### config.mk
export PLATFORM = sky130hd
export DESIGN_NAME = div_flat
export DESIGN_NICKNAME = d
export VERILOG_FILES = /design/src/rtl/div_pkg.sv /design/src/rtl/div_if.sv /design/src/rtl/div_step.sv /design/src/rtl/div.sv /design/src/flat_wrapper.sv
export SDC_FILE = /design/constraint.sdc
export NUM_CORES = 1
export LEC_CHECK = 0
export ABC_CLOCK_PERIOD_IN_PS = 4710
export BUFFER_PORTS_ARGS = -buffer_cell sky130_fd_sc_hd__buf_2
export CAP_MARGIN = 20
export CORE_MARGIN = 2
export CORE_UTILIZATION = 60
export DETAILED_ROUTE_END_ITERATION = 6
export GPL_TIMING_DRIVEN = 0
export PLACE_DENSITY_LB_ADDON = 0.25
export SYNTH_ARGS = -nofsm -noshare
export SYNTH_HDL_FRONTEND = slang
export SYNTH_HIERARCHICAL = 1
export SYNTH_SLANG_ARGS = --single-unit
export TNS_END_PERCENT = 10
### constraint.sdc
create_clock -name clk -period 4.71 [get_ports clk]
set_input_delay 1.1775 -clock clk [delete_from_list [all_inputs] [get_ports clk]]
set_output_delay 1.1775 -clock clk [all_outputs]
set_load 0.01 [all_outputs]
### src/rtl/div_pkg.sv
// Shared definitions for the sequential signed divider: width, FSM encodings
// and a two's-complement magnitude helper.
package div_pkg;

  localparam int N_BITS = 32;
  localparam int CNT_W  = $clog2(N_BITS) + 1;

  typedef enum logic [1:0] {
    DIV_IDLE   = 2'd0,
    DIV_DIVIDE = 2'd1,
    DIV_FIX    = 2'd2
  } div_state_e;

  // Unsigned magnitude of a two's-complement value; 0x80000000 maps to 2^31,
  // which is exactly what the unsigned core needs for the overflow case.
  function automatic logic [N_BITS-1:0] mag(input logic [N_BITS-1:0] x);
    return x[N_BITS-1] ? ((~x) + N_BITS'(1)) : x;
  endfunction

endpackage

### src/rtl/div_if.sv
// Operand/result bundle between the control unit (master) and the divider (slave).
interface div_if
  import div_pkg::*;
();
  logic [N_BITS-1:0] srcA;
  logic [N_BITS-1:0] srcB;
  logic              divCtrl;
  logic [N_BITS-1:0] hi;
  logic [N_BITS-1:0] lo;
  logic              busy;
  logic              done;
  logic              divZero;

  modport master (
    output srcA, srcB, divCtrl,
    input  hi, lo, busy, done, divZero
  );

  modport slave (
    input  srcA, srcB, divCtrl,
    output hi, lo, busy, done, divZero
  );
endinterface

### src/rtl/div_step.sv
// One restoring shift-subtract step on unsigned magnitudes.
module div_step
  import div_pkg::*;
(
  input  logic [N_BITS-1:0] i_rem,
  input  logic [N_BITS-1:0] i_quo,
  input  logic [N_BITS-1:0] i_divisor,
  output logic [N_BITS-1:0] o_rem,
  output logic [N_BITS-1:0] o_quo
);

  logic [N_BITS:0] w_rem_sh;
  logic [N_BITS:0] w_trial;
  logic            w_neg;

  // Shift {rem,quo} left, trial-subtract one bit wider so the borrow is the sign.
  always_comb begin
    w_rem_sh = {i_rem, i_quo[N_BITS-1]};
    w_trial  = w_rem_sh - {1'b0, i_divisor};
    w_neg    = w_trial[N_BITS];
    o_rem    = w_neg ? w_rem_sh[N_BITS-1:0] : w_trial[N_BITS-1:0];
    o_quo    = {i_quo[N_BITS-2:0], ~w_neg};
  end

endmodule

### src/rtl/div.sv
// Sequential signed divider, MIPS div semantics: quotient to lo (truncated
// toward zero), remainder to hi (sign of dividend).
//
// state      | meaning
// DIV_IDLE   | waiting for divCtrl; divide-by-zero flagged here
// DIV_DIVIDE | one restoring step per clock, N_BITS steps
// DIV_FIX    | apply signs, write hi/lo, pulse done
module div
  import div_pkg::*;
(
  input  logic  clk,
  input  logic  reset,
  div_if.slave  bus
);

  div_state_e        r_state;
  div_state_e        w_next_state;
  logic [N_BITS-1:0] r_rem;
  logic [N_BITS-1:0] r_quo;
  logic [N_BITS-1:0] r_divisor;
  logic [CNT_W-1:0]  r_cnt;
  logic              r_sign_q;
  logic              r_sign_r;
  logic [N_BITS-1:0] r_hi;
  logic [N_BITS-1:0] r_lo;
  logic              r_done;
  logic              r_div_zero;
  logic [N_BITS-1:0] w_rem_nxt;
  logic [N_BITS-1:0] w_quo_nxt;
  logic              w_last_step;

  div_step u_step (
    .i_rem     (r_rem),
    .i_quo     (r_quo),
    .i_divisor (r_divisor),
    .o_rem     (w_rem_nxt),
    .o_quo     (w_quo_nxt)
  );

  assign w_last_step = (r_cnt == CNT_W'(N_BITS - 1));

  // State register.
  always_ff @(posedge clk) begin
    if (reset) r_state <= DIV_IDLE;
    else       r_state <= w_next_state;
  end

  // Next-state logic; a zero divisor never leaves IDLE.
  always_comb begin
    w_next_state = r_state;
    unique case (r_state)
      DIV_IDLE:   if (bus.divCtrl && (bus.srcB != '0)) w_next_state = DIV_DIVIDE;
      DIV_DIVIDE: if (w_last_step) w_next_state = DIV_FIX;
      DIV_FIX:    w_next_state = DIV_IDLE;
      default:    w_next_state = DIV_IDLE;
    endcase
  end

  // Datapath: operand capture, iteration, sign fix-up and result registers.
  always_ff @(posedge clk) begin
    if (reset) begin
      r_rem      <= '0;
      r_quo      <= '0;
      r_divisor  <= '0;
      r_cnt      <= '0;
      r_sign_q   <= 1'b0;
      r_sign_r   <= 1'b0;
      r_hi       <= '0;
      r_lo       <= '0;
      r_done     <= 1'b0;
      r_div_zero <= 1'b0;
    end else begin
      r_done <= 1'b0;
      unique case (r_state)
        DIV_IDLE: begin
          if (bus.divCtrl) begin
            if (bus.srcB == '0) begin
              r_div_zero <= 1'b1;
              r_done     <= 1'b1;
            end else begin
              r_quo      <= mag(bus.srcA);
              r_divisor  <= mag(bus.srcB);
              r_rem      <= '0;
              r_cnt      <= '0;
              r_sign_q   <= bus.srcA[N_BITS-1] ^ bus.srcB[N_BITS-1];
              r_sign_r   <= bus.srcA[N_BITS-1];
              r_div_zero <= 1'b0;
            end
          end
        end
        DIV_DIVIDE: begin
          r_rem <= w_rem_nxt;
          r_quo <= w_quo_nxt;
          r_cnt <= r_cnt + CNT_W'(1);
        end
        DIV_FIX: begin
          r_lo   <= r_sign_q ? ((~r_quo) + N_BITS'(1)) : r_quo;
          r_hi   <= r_sign_r ? ((~r_rem) + N_BITS'(1)) : r_rem;
          r_done <= 1'b1;
        end
        default: ;
      endcase
    end
  end

  assign bus.hi      = r_hi;
  assign bus.lo      = r_lo;
  assign bus.busy    = (r_state != DIV_IDLE);
  assign bus.done    = r_done;
  assign bus.divZero = r_div_zero;

endmodule
### src/flat_wrapper.sv
// flat-port wrapper written by rule: the top's interface ports become plain ports
module div_flat import div_pkg::*;
  (clk, reset, bus_srcA, bus_srcB, bus_divCtrl, bus_hi, bus_lo, bus_busy, bus_done, bus_divZero);
  div_if bus_i ();
  input  logic clk;
  input  logic reset;
  input wire logic [$bits(bus_i.srcA)-1:0] bus_srcA;
  input wire logic [$bits(bus_i.srcB)-1:0] bus_srcB;
  input wire logic [$bits(bus_i.divCtrl)-1:0] bus_divCtrl;
  output wire logic [$bits(bus_i.hi)-1:0] bus_hi;
  output wire logic [$bits(bus_i.lo)-1:0] bus_lo;
  output wire logic [$bits(bus_i.busy)-1:0] bus_busy;
  output wire logic [$bits(bus_i.done)-1:0] bus_done;
  output wire logic [$bits(bus_i.divZero)-1:0] bus_divZero;
  assign bus_i.srcA = bus_srcA;
  assign bus_i.srcB = bus_srcB;
  assign bus_i.divCtrl = bus_divCtrl;
  assign bus_hi = bus_i.hi;
  assign bus_lo = bus_i.lo;
  assign bus_busy = bus_i.busy;
  assign bus_done = bus_i.done;
  assign bus_divZero = bus_i.divZero;
  div u_core (.clk(clk), .reset(reset), .bus(bus_i));
endmodule
==> run metrics <==
# diodes 0; Slowest cell on crit path dfxtp_1; critical path peak fanout 10; syn nets 1484; vias in the first global route 9746; DR vias 10.82k; Rows 50; Power Internal 0.004748 W; clock transition at the registers of the reported paths 70 ps; # hold bufs at CTS 0; global-route wire length before repair 50370 um; clk sinks 172; layout filler cell count 1599; Critical Path RT 5010 ps; Worst VDD drop 0.4329 mV; Yosys reg bits 172; pin count of the biggest net entering global routing 18; CP delay by family, top compound AO/OA/AOI/OAI gates; CP startpoint kind register; # DRC 0; sw frac 42.87%; Avg WL per Cell 17.96 um; Worst Skew 10.23 ps; cells along the critical path inv_1 > ha_1 > fa_1 > and2b_1 > o2111ai_2 > a21oi_2 > o211ai_2 > a211oi_4 > nor2_4 > mux2i_4 > and2_4 > buf_12 > inv_8 > buf_12 > mux2_4 > a22oi_1 > nor2_1; WHS 449.9 ps; Power Density 650.7 nW/um^2; simple-gate share of the synthesized area 17.70%; fin crit period 4093 ps; post-detailed-route count of antenna-violating nets 0; Synth Area in XOR/XNOR 11.28%; worst path buffer plus inverter count 4; DR iter-0 viols 1171; synthesized area per cell 8.166 sq um; hold_sp u_core/bus.hi[27]; Worst Hold Class reg -> reg; postcts setup bufs 0; fin. max-slew vios 0; synth unique cells 80; die outline height 141.0 um; Die W 141.0 um; final worst path period share 86.91%; Cell Area, Synth 11260 sq um; Worst R2R Setup Slack 620 ps; crit path from u_core/r_quo[31]; CTS tree done; Root Buffer clkbuf_16; Placement Setup Slack 728.1 ps; leak pwr 5.295 nW; Syn Inst Count 1379; total grt overflow 0; die area 19880 sq um; Max Fclk 0.2443 GHz; fraction of layout cells with a size suffix above 1 17.65%; post-synthesis sequential area ratio 30.58%; Core ar. 18580 sq um; largest family of logic cells by synthesized area compound AO/OA/AOI/OAI gates; reg-to-reg critical path startpoint u_core/r_quo[31]; initial core utilization 60.61%; Flop pwr share 23.0%; RR Endpoint u_core/r_rem[28]; Psw 0.003564 W; I/O pin count 134; ys flop type dfxtp_1; Final Hold Viols 0; WL final 31880 um; Final nets 1633; cell total after placement 1743; MaxCap Viol Count 0; final setup vio count 0; area share of the largest cell type after synthesis 30.58%; Worst Slack Setup Final 616.6 ps; DP HPWL 24720 um; Total GRT Usage 31.61%; Reg area 3443 sq um; Crit. End Element register; cts repair resizes 0; Worst Tran Pin Value 751.4 ps; R2R cell count 17; Area contributors post-synth dfxtp_1 31%, xor2_1 8.1%, nor2_1 5.0%, o21ai_0 4.1%, ha_1 4.1%; Inserted Clock Buffers 17; CP dominant cell by count buf_12; port bufs 130; Compound-Gate Fraction of Synth Area 24.88%; Layout Cells excl Fill 1775; share of total power in the clock network 16.5%; setup TNS 0 ps; max incr delay on CP 500 ps; H-tree Lvls 4; YS warnings 6; hold path depth 2; async set-reset flop share out of synthesis 0%; status completed; routability cong. 0.9692; Synth Area in Adders 4.289%; worst-skew pair later-pin latency 430 ps; hold-critical path endpoint u_core/bus.hi[27]; area grow syn2layout 13.43%; drt pass-1 iters 6; vias per cell 6.098; initial antenna violation count 0; RSZ-0062 raised after global routing false; multi-input logic area 6940 sq um; Setup Crit Path Kind reg -> reg; Max-slew headroom 49.45%; EDFF count, synth 0; mux cell area share after synthesis 3.489%; post-synth top area cell dfxtp_1; clock buffer depth 2; arrival time at the worst endpoint 4390 ps; Logic pwr share 60.5%
==> cells in the mapped netlist, types with 38 or more instances <==
| master | n |
|---|---|
| dfxtp_1 | 172 |
| nor2_1 | 149 |
| nand2_1 | 110 |
| xor2_1 | 104 |
| o21ai_0 | 93 |
| a21oi_1 | 70 |
| clkbuf_1 | 61 |
| a211oi_1 | 56 |
| inv_1 | 51 |
| o31ai_1 | 50 |
| xnor2_1 | 41 |
| a22oi_1 | 38 |
==> cells in the final DEF (no fill, tap or decap), types with 8 or more instances in the layout <==
master / netlist / final
a211oi_1: 56 / 56
a21o_1: 13 / 13
a21oi_1: 70 / 70
a22oi_1: 38 / 38
a31oi_1: 8 / 8
and3_1: 12 / 12
buf_2: 11 / 141
buf_4: 34 / 34
clkbuf_1: 61 / 61
clkbuf_16: 0 / 17
dfxtp_1: 172 / 172
ha_1: 37 / 37
inv_1: 51 / 51
mux2_4: 19 / 19
nand2_1: 110 / 110
nand2b_1: 9 / 9
nand3_1: 27 / 27
nand4_1: 11 / 11
nor2_1: 149 / 149
nor3_1: 21 / 21
nor4_1: 11 / 11
o211ai_1: 10 / 10
o21a_1: 9 / 9
o21ai_0: 93 / 93
o31ai_1: 50 / 50
o41ai_1: 19 / 19
or2_2: 8 / 8
or3_1: 16 / 16
or4_1: 14 / 14
xnor2_1: 41 / 41
xor2_1: 104 / 104
==> tightest hold or removal path: stages, from the launching register on <==
cell     delay (ps)
dfxtp_1         320
nand2_1          40
o21ai_0          50
==> cells by family after synthesis <==
logic type	after synthesis
buf+inv	169
simple gates	418
flops	172
mux	28
fa+ha+maj	38
xor+xnor	145
compound gates	409
==> power groups by stage <==
stage | sequential, W | clock [W] | combinational (W)
2_1_floorplan | 0.00181 | 0 | 0.00408
3_3_place_gp | 0.00192 | 0 | 0.00482
3_5_place_dp | 0.00193 | 0 | 0.00491
4_1_cts | 0.00189 | 0.00137 | 0.00495
5_1_grt | 0.00193 | 0.00144 | 0.00545
6_report | 0.00191 | 0.00137 | 0.00503
==> state kept, by name, summed over array words and instances, names as in the netlist <==
register	count
u_core/bus.lo	32
u_core/bus.divZero	1
u_core/bus.done	1
u_core/r_sign_q	1
u_core/r_rem	32
u_core/r_cnt	6
u_core/bus.hi	32
u_core/r_divisor	32
u_core/r_sign_r	1
u_core/r_state	2
u_core/r_quo	32
==> routing by layer <==
layer	GRT usage [%]	vias to the layer above	share of wire, %
met3	7.643	55	8.8
met4	8.947	0	1.7
li1	-	5258	-
met2	48.73	466	44
met5	0	-	0
met1	44.24	5045	46
==> per-stage QoR <==
stage | area, sq um | power (W) | util (%)
after floorplan | 11260 | 0.005893 | -
after global placement | 12200 | 0.006735 | 65.68
after detailed placement | 12200 | 0.006834 | 65.68
after CTS | 12770 | 0.008216 | 68.75
after global routing | 12770 | 0.008811 | 68.75
final | 12770 | 0.008312 | 68.75
==> how the worst max path moves through the flow <==
stage          depth (start not counted)  slack, ps               end
3_5_place_dp                          17        730  u_core/r_rem[14]
2_1_floorplan                         17       1310  u_core/r_rem[10]
6_report                              17        620  u_core/r_rem[28]
5_1_grt                               17        420  u_core/r_rem[15]
4_1_cts                               17        710  u_core/r_rem[28]
3_3_place_gp                          17        780  u_core/r_rem[15]
==> final cells by class <==
type / instances / share of cell area (%)
sequential: 172 / 26.96
tap: 234 / 2.292
clock inverter: 14 / 1.019
multi-input combinational: 1038 / 54.33
buffer: 117 / 5.280
clock buffer: 18 / 3.438
timing repair buffer: 130 / 5.094
inverter: 52 / 1.587
Note: power is estimated with default switching activity, not from simulation.
